==> config.mk <==
export PLATFORM = sky130hd
export DESIGN_NAME = nibble_serial_adder
export DESIGN_NICKNAME = d
export VERILOG_FILES = /design/src/rtl/nibble_serial_adder.sv
export SDC_FILE = /design/constraint.sdc
export NUM_CORES = 1
export LEC_CHECK = 0
export BUFFER_PORTS_ARGS = -buffer_cell sky130_fd_sc_hd__buf_2
export CORE_UTILIZATION = 51
export CTS_BUF_LIST = sky130_fd_sc_hd__clkbuf_8
export CTS_CLUSTER_DIAMETER = 100
export CTS_CLUSTER_SIZE = 20
export DETAILED_ROUTE_END_ITERATION = 8
export PLACE_DENSITY = 0.78
export SYNTH_ARGS = -nofsm -noshare
export SYNTH_HDL_FRONTEND = slang
export SYNTH_SLANG_ARGS = --single-unit
==> constraint.sdc <==
create_clock -name clk -period 3.04 [get_ports clk]
set_input_delay 0.456 -clock clk [delete_from_list [all_inputs] [get_ports clk]]
set_output_delay 0.456 -clock clk [all_outputs]
set_load 0.02 [all_outputs]
==> src/rtl/nibble_serial_adder.sv <==
// Multi-cycle WIDTH-bit adder: one 4-bit ripple slice processes a nibble per clock, LSB first.
// Optional carry-in port c_in is enabled by defining SERIAL_ADD_CIN_EN.

module full_adder (
  input  logic a,
  input  logic b,
  input  logic ci,
  output logic s,
  output logic co
);
  assign s  = a ^ b ^ ci;
  assign co = (a & b) | (ci & (a ^ b));
endmodule

module nibble_serial_adder #(
  parameter int WIDTH = 16
) (
  input  logic             clk,
  input  logic             rst_n,
  input  logic             in_valid,
  output logic             in_ready,
  input  logic [WIDTH-1:0] a,
  input  logic [WIDTH-1:0] b,
`ifdef SERIAL_ADD_CIN_EN
  input  logic             c_in,
`endif
  output logic             out_valid,
  input  logic             out_ready,
  output logic [WIDTH-1:0] sum,
  output logic             c_out,
  output logic             busy
);

  localparam int N     = WIDTH / 4;
  localparam int IDX_W = (N > 1) ? $clog2(N) : 1;
  localparam logic [IDX_W-1:0] LAST_IDX = IDX_W'(N - 1);

  generate
    if ((WIDTH % 4) != 0 || WIDTH < 4) begin : g_bad_width
      $error("nibble_serial_adder: WIDTH must be a multiple of 4 and >= 4");
    end
  endgenerate

  typedef enum logic [1:0] {
    IDLE = 2'd0,
    RUN  = 2'd1,
    DONE = 2'd2
  } state_t;

  state_t             state_q, state_d;
  logic [WIDTH-1:0]   a_q, a_d;
  logic [WIDTH-1:0]   b_q, b_d;
  logic [WIDTH-1:0]   sum_q, sum_d;
  logic               c_out_q, c_out_d;
  logic               carry_q, carry_d;
  logic [IDX_W-1:0]   idx_q, idx_d;

  logic [3:0]         a_nib;
  logic [3:0]         b_nib;
  logic [3:0]         slice_sum;
  logic [4:0]         slice_c;
  logic               cin_sel;

`ifdef SERIAL_ADD_CIN_EN
  assign cin_sel = c_in;
`else
  assign cin_sel = 1'b0;
`endif

  // Select the operand nibbles addressed by the current index.
  always_comb begin
    a_nib = '0;
    b_nib = '0;
    for (int i = 0; i < N; i++) begin
      if (idx_q == IDX_W'(i)) begin
        a_nib = a_q[i*4 +: 4];
        b_nib = b_q[i*4 +: 4];
      end
    end
  end

  assign slice_c[0] = carry_q;

  generate
    for (genvar gi = 0; gi < 4; gi++) begin : g_slice
      full_adder u_fa (
        .a  (a_nib[gi]),
        .b  (b_nib[gi]),
        .ci (slice_c[gi]),
        .s  (slice_sum[gi]),
        .co (slice_c[gi+1])
      );
    end
  endgenerate

  always_comb begin
    state_d = state_q;
    a_d     = a_q;
    b_d     = b_q;
    sum_d   = sum_q;
    c_out_d = c_out_q;
    carry_d = carry_q;
    idx_d   = idx_q;
    case (state_q)
      IDLE: begin
        if (in_valid) begin
          a_d     = a;
          b_d     = b;
          carry_d = cin_sel;
          idx_d   = '0;
          state_d = RUN;
        end
      end
      RUN: begin
        for (int i = 0; i < N; i++) begin
          if (idx_q == IDX_W'(i)) begin
            sum_d[i*4 +: 4] = slice_sum;
          end
        end
        carry_d = slice_c[4];
        if (idx_q == LAST_IDX) begin
          c_out_d = slice_c[4];
          state_d = DONE;
        end else begin
          idx_d = idx_q + 1'b1;
        end
      end
      DONE: begin
        // Retire only; a coincident in_valid is picked up from IDLE next cycle.
        if (out_ready) begin
          state_d = IDLE;
        end
      end
      default: state_d = IDLE;
    endcase
  end

  always_ff @(posedge clk or negedge rst_n) begin
    if (!rst_n) begin
      state_q <= IDLE;
      a_q     <= '0;
      b_q     <= '0;
      sum_q   <= '0;
      c_out_q <= 1'b0;
      carry_q <= 1'b0;
      idx_q   <= '0;
    end else begin
      state_q <= state_d;
      a_q     <= a_d;
      b_q     <= b_d;
      sum_q   <= sum_d;
      c_out_q <= c_out_d;
      carry_q <= carry_d;
      idx_q   <= idx_d;
    end
  end

  assign in_ready  = (state_q == IDLE);
  assign out_valid = (state_q == DONE);
  assign busy      = (state_q == RUN) || (state_q == DONE);
  assign sum       = sum_q;
  assign c_out     = c_out_q;

endmodule

==> results of run 1 <==
-- where the power goes --
group	switching, uW	internal (uW)
Sequential	242	1090
Clock	225	181
Combinational	1100	1220
-- metrics by stage --
step / utilization, % / hold slack (ns) / area [sq um] / TNS [ns] / setup slack [ns]
after floorplan: - / 0.160 / 2740 / -0.445 / -0.113
after global placement: 60.3 / 0.483 / 3080 / -0.0348 / -0.0102
after detailed placement: 60.3 / 0.491 / 3080 / -0.320 / -0.0839
after CTS: 62.9 / 0.198 / 3210 / 0 / 0.00810
after global routing: 63.4 / 0.222 / 3240 / -0.310 / -0.0798
final: 63.4 / 0.170 / 3240 / -0.0106 / -0.00349
-- state kept, by name, summed over array words and instances, names as in the netlist --
| name | count |
|---|---|
| a_q | 16 |
| state_q | 2 |
| idx_q | 2 |
| b_q | 16 |
| sum | 16 |
| c_out | 1 |
| carry_q | 1 |
-- cell usage after synthesis (2+ instances only) --
cell type  instances  share of area [%]
and2_1             2               0.46
o21ai_0           13                2.4
fa_1               4                3.0
nand2_1           12                1.7
a22o_1             8                2.6
dfrtp_1           54                 50
buf_4              2               0.56
buf_6              3                1.3
a21oi_1           16                3.0
buf_2              5               0.93
mux2_4            30                 17
ha_1               7                3.2
mux2_2            19                7.9
nor2b_1            2               0.46
inv_1             13                1.8
-- cells by family (layout without fill, tap and decap cells) --
kind of cell	count (synthesis)	after routing
muxes	50	50
and+or+nand+nor	24	24
adders and majority gates	11	11
DFF	54	54
buffers and inverters	25	90
AOI/OAI and AO/OA	41	41
-- worst reg2reg max path, delay by kind of cell (launching register included) --
family | cells | cell delay [ns]
buffers and inverters | 1 | 0.07
multiplexers | 1 | 0.27
flip-flops | 1 | 0.42
AO/OA/AOI/OAI | 3 | 0.42
adder cells (fa/ha/maj) | 5 | 1.76
-- what timing repair did --
item                                    in CTS  in global routing
endpoints found under the hold margin        0                  0
pin swaps                                    3                  1
resized for setup                            4                  8
endpoints found under the setup margin       4                  5
buffers inserted                             3                  0
-- layout make-up --
class | instances | area (sq um)
fillers | 393 | 1870
repair buffers | 69 | 380
clock inverters | 2 | 8.76
flip-flops and latches | 54 | 1350
multi-input cells | 126 | 1270
inverters | 13 | 51.3
clock buffers | 6 | 82.6
well taps | 70 | 87.6
-- worst max-delay path by stage --
| stage | startpoint | slack, ns | endpoint |
|---|---|---|---|
| finish | idx_q[1] | -0.003 | sum[11] |
| floorplan | idx_q[1] | -0.11 | sum[15] |
| global placement | idx_q[1] | -0.01 | sum[15] |
| global route | idx_q[1] | -0.08 | sum[3] |
| CTS | idx_q[0] | 0.008 | sum[15] |
| detailed placement | idx_q[1] | -0.08 | sum[15] |
-- metal layers --
layer / vias up / part of all wire [%]
li1: 842 / -
met1: 914 / 44
met2: 49 / 50
met3: 6 / 4.6
met4: 0 / 1.2
met5: - / 0
==> flow_metrics.tcl, run 1 <==
set metrics [dict create \
    status "complete, but fails checks" \
    violations "setup timing" \
    r2r_end "sum[11]" \
    dp.cells 329 \
    final_cell_mix "55 x buf_2, 52 x dfrtp_1, 31 x mux2_4" \
    timing.final.crit_share_pct 100 \
    use_met2_pct 33.6 \
    cts-hold-fix-buffers 0 \
    drtIter0Drc 83 \
    grt_pass1_wl_mm 8.54 \
    synth_edf_count 0 \
    fin_ws_ns -0.00349 \
    start_util_pct 52.9 \
    rr_worst_depth 10 \
    start_kind "flop" \
    root_buffer "clkbuf_8" \
    ys_types 30 \
    hold_viol_final 0 \
    powerDensity_nw_per_um2 1250 \
    synth_top_family_by_area "multiplexers" \
    die_w_um 74.8 \
    crit_chain "inv_2, ha_4, a21oi_4, o21ai_1, a22o_1, fa_2, fa_2, fa_2, fa_2, mux2_2" \
    synth_warnings 0 \
    dpl.hpwl_mm 3.88 \
    fmax_mhz 329 \
    path_delay_family "adder cells" \
    power.leakage_uw 0.00161 \
    via_per_inst 5.33 \
    cp-end-kind "flop" \
    peakVddDrop_mv 0.538 \
    cts_tree "done" \
    syn2layout_area_growth_pct 19.9 \
    grt_use_met1_pct 27.0 \
    ant_nets 0 \
    clkLatencyLatePin_ns 0.31 \
    setup_violations 4 \
    grt_max_degree 33 \
    path_depth 10 \
    worst_ep_arrival_time_ns 3.24 \
    synth_compound_area_share_pct 9.31 \
    coreArea_sq_um 5110 \
    ys_seq_elements 54 \
    synth_async_sr_flop_share_pct 100 \
    fin_skew_ns 0.00449 \
    cp.required_ns 3.24 \
    synth_mux_area_share_pct 25.0 \
    maxSlewHeadroom_pct 32.4 \
    worstReg2RegStart "idx_q[1]" \
    cts_sinks 54 \
    fin_crit_ns 3.04 \
    drive_gt1_share_pct 52.2 \
    drc 0 \
    regToRegSetupSlack_ns -0.003 \
    rsz0062_at_grt "true" \
    clk_pin_slew_worst_paths_ns 0.09 \
    finalNetCount 316 \
    synthFlopType "dfrtp_1" \
    path_buf_inv 1 \
    yosys.area_share.adder_pct 6.21 \
    hp-class "in2async" \
    slowest_delay_ns 0.49 \
    syn_inst 205 \
    synth_nets 252 \
    synth_seq_area_share_pct 50.0 \
    busiest_layer "met2" \
    final_common_cell "buf_2" \
    post_drt_wl_per_cell_um 15.5 \
    dieArea_sq_um 5590 \
    tightest_slew_ns 1.01 \
    ctsLongestPathBuffers 2 \
    vias 1811 \
    grt_overflow_total 0 \
    synth_xor_area_share_pct 0 \
    finalPower_uw 4060 \
    path_max_fanout 6 \
    synth-simple-area-share_pct 4.54 \
    timing.critical_path.mode_cell "fa_2" \
    core.rowCount 26 \
    antenna_found_initial 0 \
    portBuffers 55 \
    first_global_vias 1819 \
    fin_cells 340 \
    die_h_um 74.8 \
    htreeDepth 2 \
    slew_violations 0 \
    worstSetupPathType "reg2reg" \
    antenna_cells 0 \
    firstDrtPassIters 6 \
    track_usage_pct 20.8 \
    cts-buffers-inserted 5 \
    drv_cap 0 \
    finalWirelength_mm 5.27 \
    netlist_area_sq_um 2700 \
    io_pins 56 \
    slowest_stage "fa_2" \
    syn_area_per_cell_sq_um 13.2 \
    gp_congestion 0.874 \
    met3_usage_pct 5.62 \
]
(Power assumes the default switching activity.)
==> run 2: changes to the inputs <==
Settings changed: CORE_UTILIZATION 51 to 60, PLACE_DENSITY 0.78 to 0.86, REMOVE_ABC_BUFFERS set to 1.
Clock period 3.04 ns to 3.7 ns, I/O delays scaled along.
==> run 2 against run 1 <==
  * Clock skew increased by 0.0063 ns
  * Sequential power decreased by 19%
  * Routed wire length decreased by 6.7%
  * Final cell count decreased by 7.9%
  * Global-route usage increased by 1.7 points
  * Clock-buffer cell count unchanged
  * Sequential share of layout area increased by 1.2 points
  * Non-clock buffer count decreased by 9
  * Power decreased by 19%
  * Via count decreased by 5.0%
  * Largest cell class unchanged
  * The flow now finishes without violations
  * Sequential cell count unchanged
==> flow_metrics.tcl, run 2 (same netlist as run 1, synthesis figures left out) <==
set metrics [dict create \
    status "finished, final reports clean" \
    timing.critical_path.mode_cell "fa_1" \
    start_util_pct 62.0 \
    cts-buffers-inserted 5 \
    grt_overflow_total 0 \
    crit_chain "inv_1, ha_1, a21oi_1, o21ai_0, a22o_1, fa_1, fa_1, fa_1, fa_1, mux2_2" \
    die_h_um 69.1 \
    fill_cells 283 \
    htreeDepth 2 \
    setup_violations 0 \
    firstDrtPassIters 4 \
    post_cts_buffers 0 \
    seq_area_sq_um 1350 \
    r2r_end "sum[15]" \
    regToRegSetupSlack_ns 0.32 \
    finalNetCount 307 \
    cp.required_ns 3.89 \
    fin_crit_ns 3.38 \
    rr_worst_depth 10 \
    core.rowCount 24 \
    portBuffers 55 \
    cts_sinks 54 \
    fin_cells 313 \
    vias 1720 \
    final_util_pct 72.1 \
    grt_pass1_wl_mm 8.48 \
    fin_skew_ns 0.0108 \
    coreArea_sq_um 4350 \
    worstReg2RegStart "idx_q[0]" \
    peakVddDrop_mv 0.476 \
    fmax_mhz 296 \
    drtIter0Drc 62 \
    post_drt_wl_per_cell_um 15.7 \
    root_buffer "clkbuf_8" \
    use_met2_pct 38.6 \
    finalWirelength_mm 4.92 \
    slew_violations 0 \
    io_pins 56 \
    grt_use_met1_pct 28.1 \
    gp_congestion 0.844 \
    syn2layout_area_growth_pct 16.2 \
    ant_nets 0 \
    path_max_fanout 6 \
    drv_cap 0 \
    cts_resized 0 \
    antenna_cells 0 \
    path_delay_family "adder cells" \
    drc 0 \
    tightest_slew_ns 1.02 \
    antenna_found_initial 0 \
    rsz0062_at_grt "false" \
    finalPower_uw 3290 \
    grt_max_degree 55 \
    slowest_delay_ns 0.51 \
    hold_viol_final 0 \
    powerDensity_nw_per_um2 1050 \
    dpl.hpwl_mm 3.63 \
    multi_input_area_sq_um 1220 \
    worstSetupPathType "reg2reg" \
    clk_pin_slew_worst_paths_ns 0.09 \
    cts_tree "done" \
    fin_tns_setup_ns 0 \
    busiest_layer "met2" \
    track_usage_pct 22.5 \
    start_kind "flop" \
    final_common_cell "buf_2" \
    first_global_vias 1841 \
    worst_ep_arrival_time_ns 3.57 \
    maxSlewHeadroom_pct 31.4 \
    path_buf_inv 1 \
    die_w_um 69.1 \
    drive_gt1_share_pct 46.0 \
    via_per_inst 5.50 \
    slowest_stage "fa_1" \
    cts-hold-fix-buffers 0 \
    dieArea_sq_um 4770 \
    ctsLongestPathBuffers 2 \
    clkLatencyLatePin_ns 0.31 \
    cp-end-kind "flop" \
    power.leakage_uw 0.00159 \
    timing.final.crit_share_pct 91.4 \
    hp-class "in2async" \
    hold_slack_ns 0.359 \
    final_cell_mix "55 x buf_2, 54 x dfrtp_1, 30 x mux2_4" \
    dp.cells 305 \
    met3_usage_pct 4.39 \
]
run 2: cell types whose count changed in the layout (fill, tap and decap cells not counted), moves of 4 or more:
cell and change:
buf_4 -9, fa_1 +4, fa_2 -4, ha_1 +4
run 2: metrics by stage:
step / setup slack [ns] / instance area [sq um]
finish: 0.318 / 3140
global route: 0.214 / 3140
CTS: 0.341 / 3140
detailed placement: 0.383 / 3000
global placement: 0.511 / 3000
floorplan: 0.441 / 2620
run 2: worst max-delay path by stage:
stage                          to  depth (start not counted)     start
after floorplan           sum[15]                         10  idx_q[0]
after global placement    sum[15]                         10  idx_q[0]
after detailed placement   sum[3]                         10  idx_q[0]
after CTS                 sum[11]                         10  idx_q[0]
after global routing       sum[3]                         10  idx_q[0]
final                     sum[15]                         10  idx_q[0]
run 2: power breakdown:
part           total [uW]  internal [uW]  switching [uW]
Clock                 473            288             185
Combinational        1740            882             860
Sequential           1080            895             180
Total                3290           2070            1220
run 2: layer usage:
layer | vias up | wire (um)
met5 | - | 0
met4 | 0 | 107
met3 | 11 | 216
met2 | 54 | 2470
met1 | 834 | 2120
li1 | 821 | -
run 2: cell type report:
| type | instances | share of cell area [%] |
|---|---|---|
| repair buffers | 60 | 9.97 |
| multi-input cells | 126 | 38.8 |
| well taps | 52 | 2.07 |
| inverters | 13 | 1.56 |
| clock inverters | 2 | 1.91 |
| flip-flops and latches | 54 | 43.1 |
| clock buffers | 6 | 2.63 |
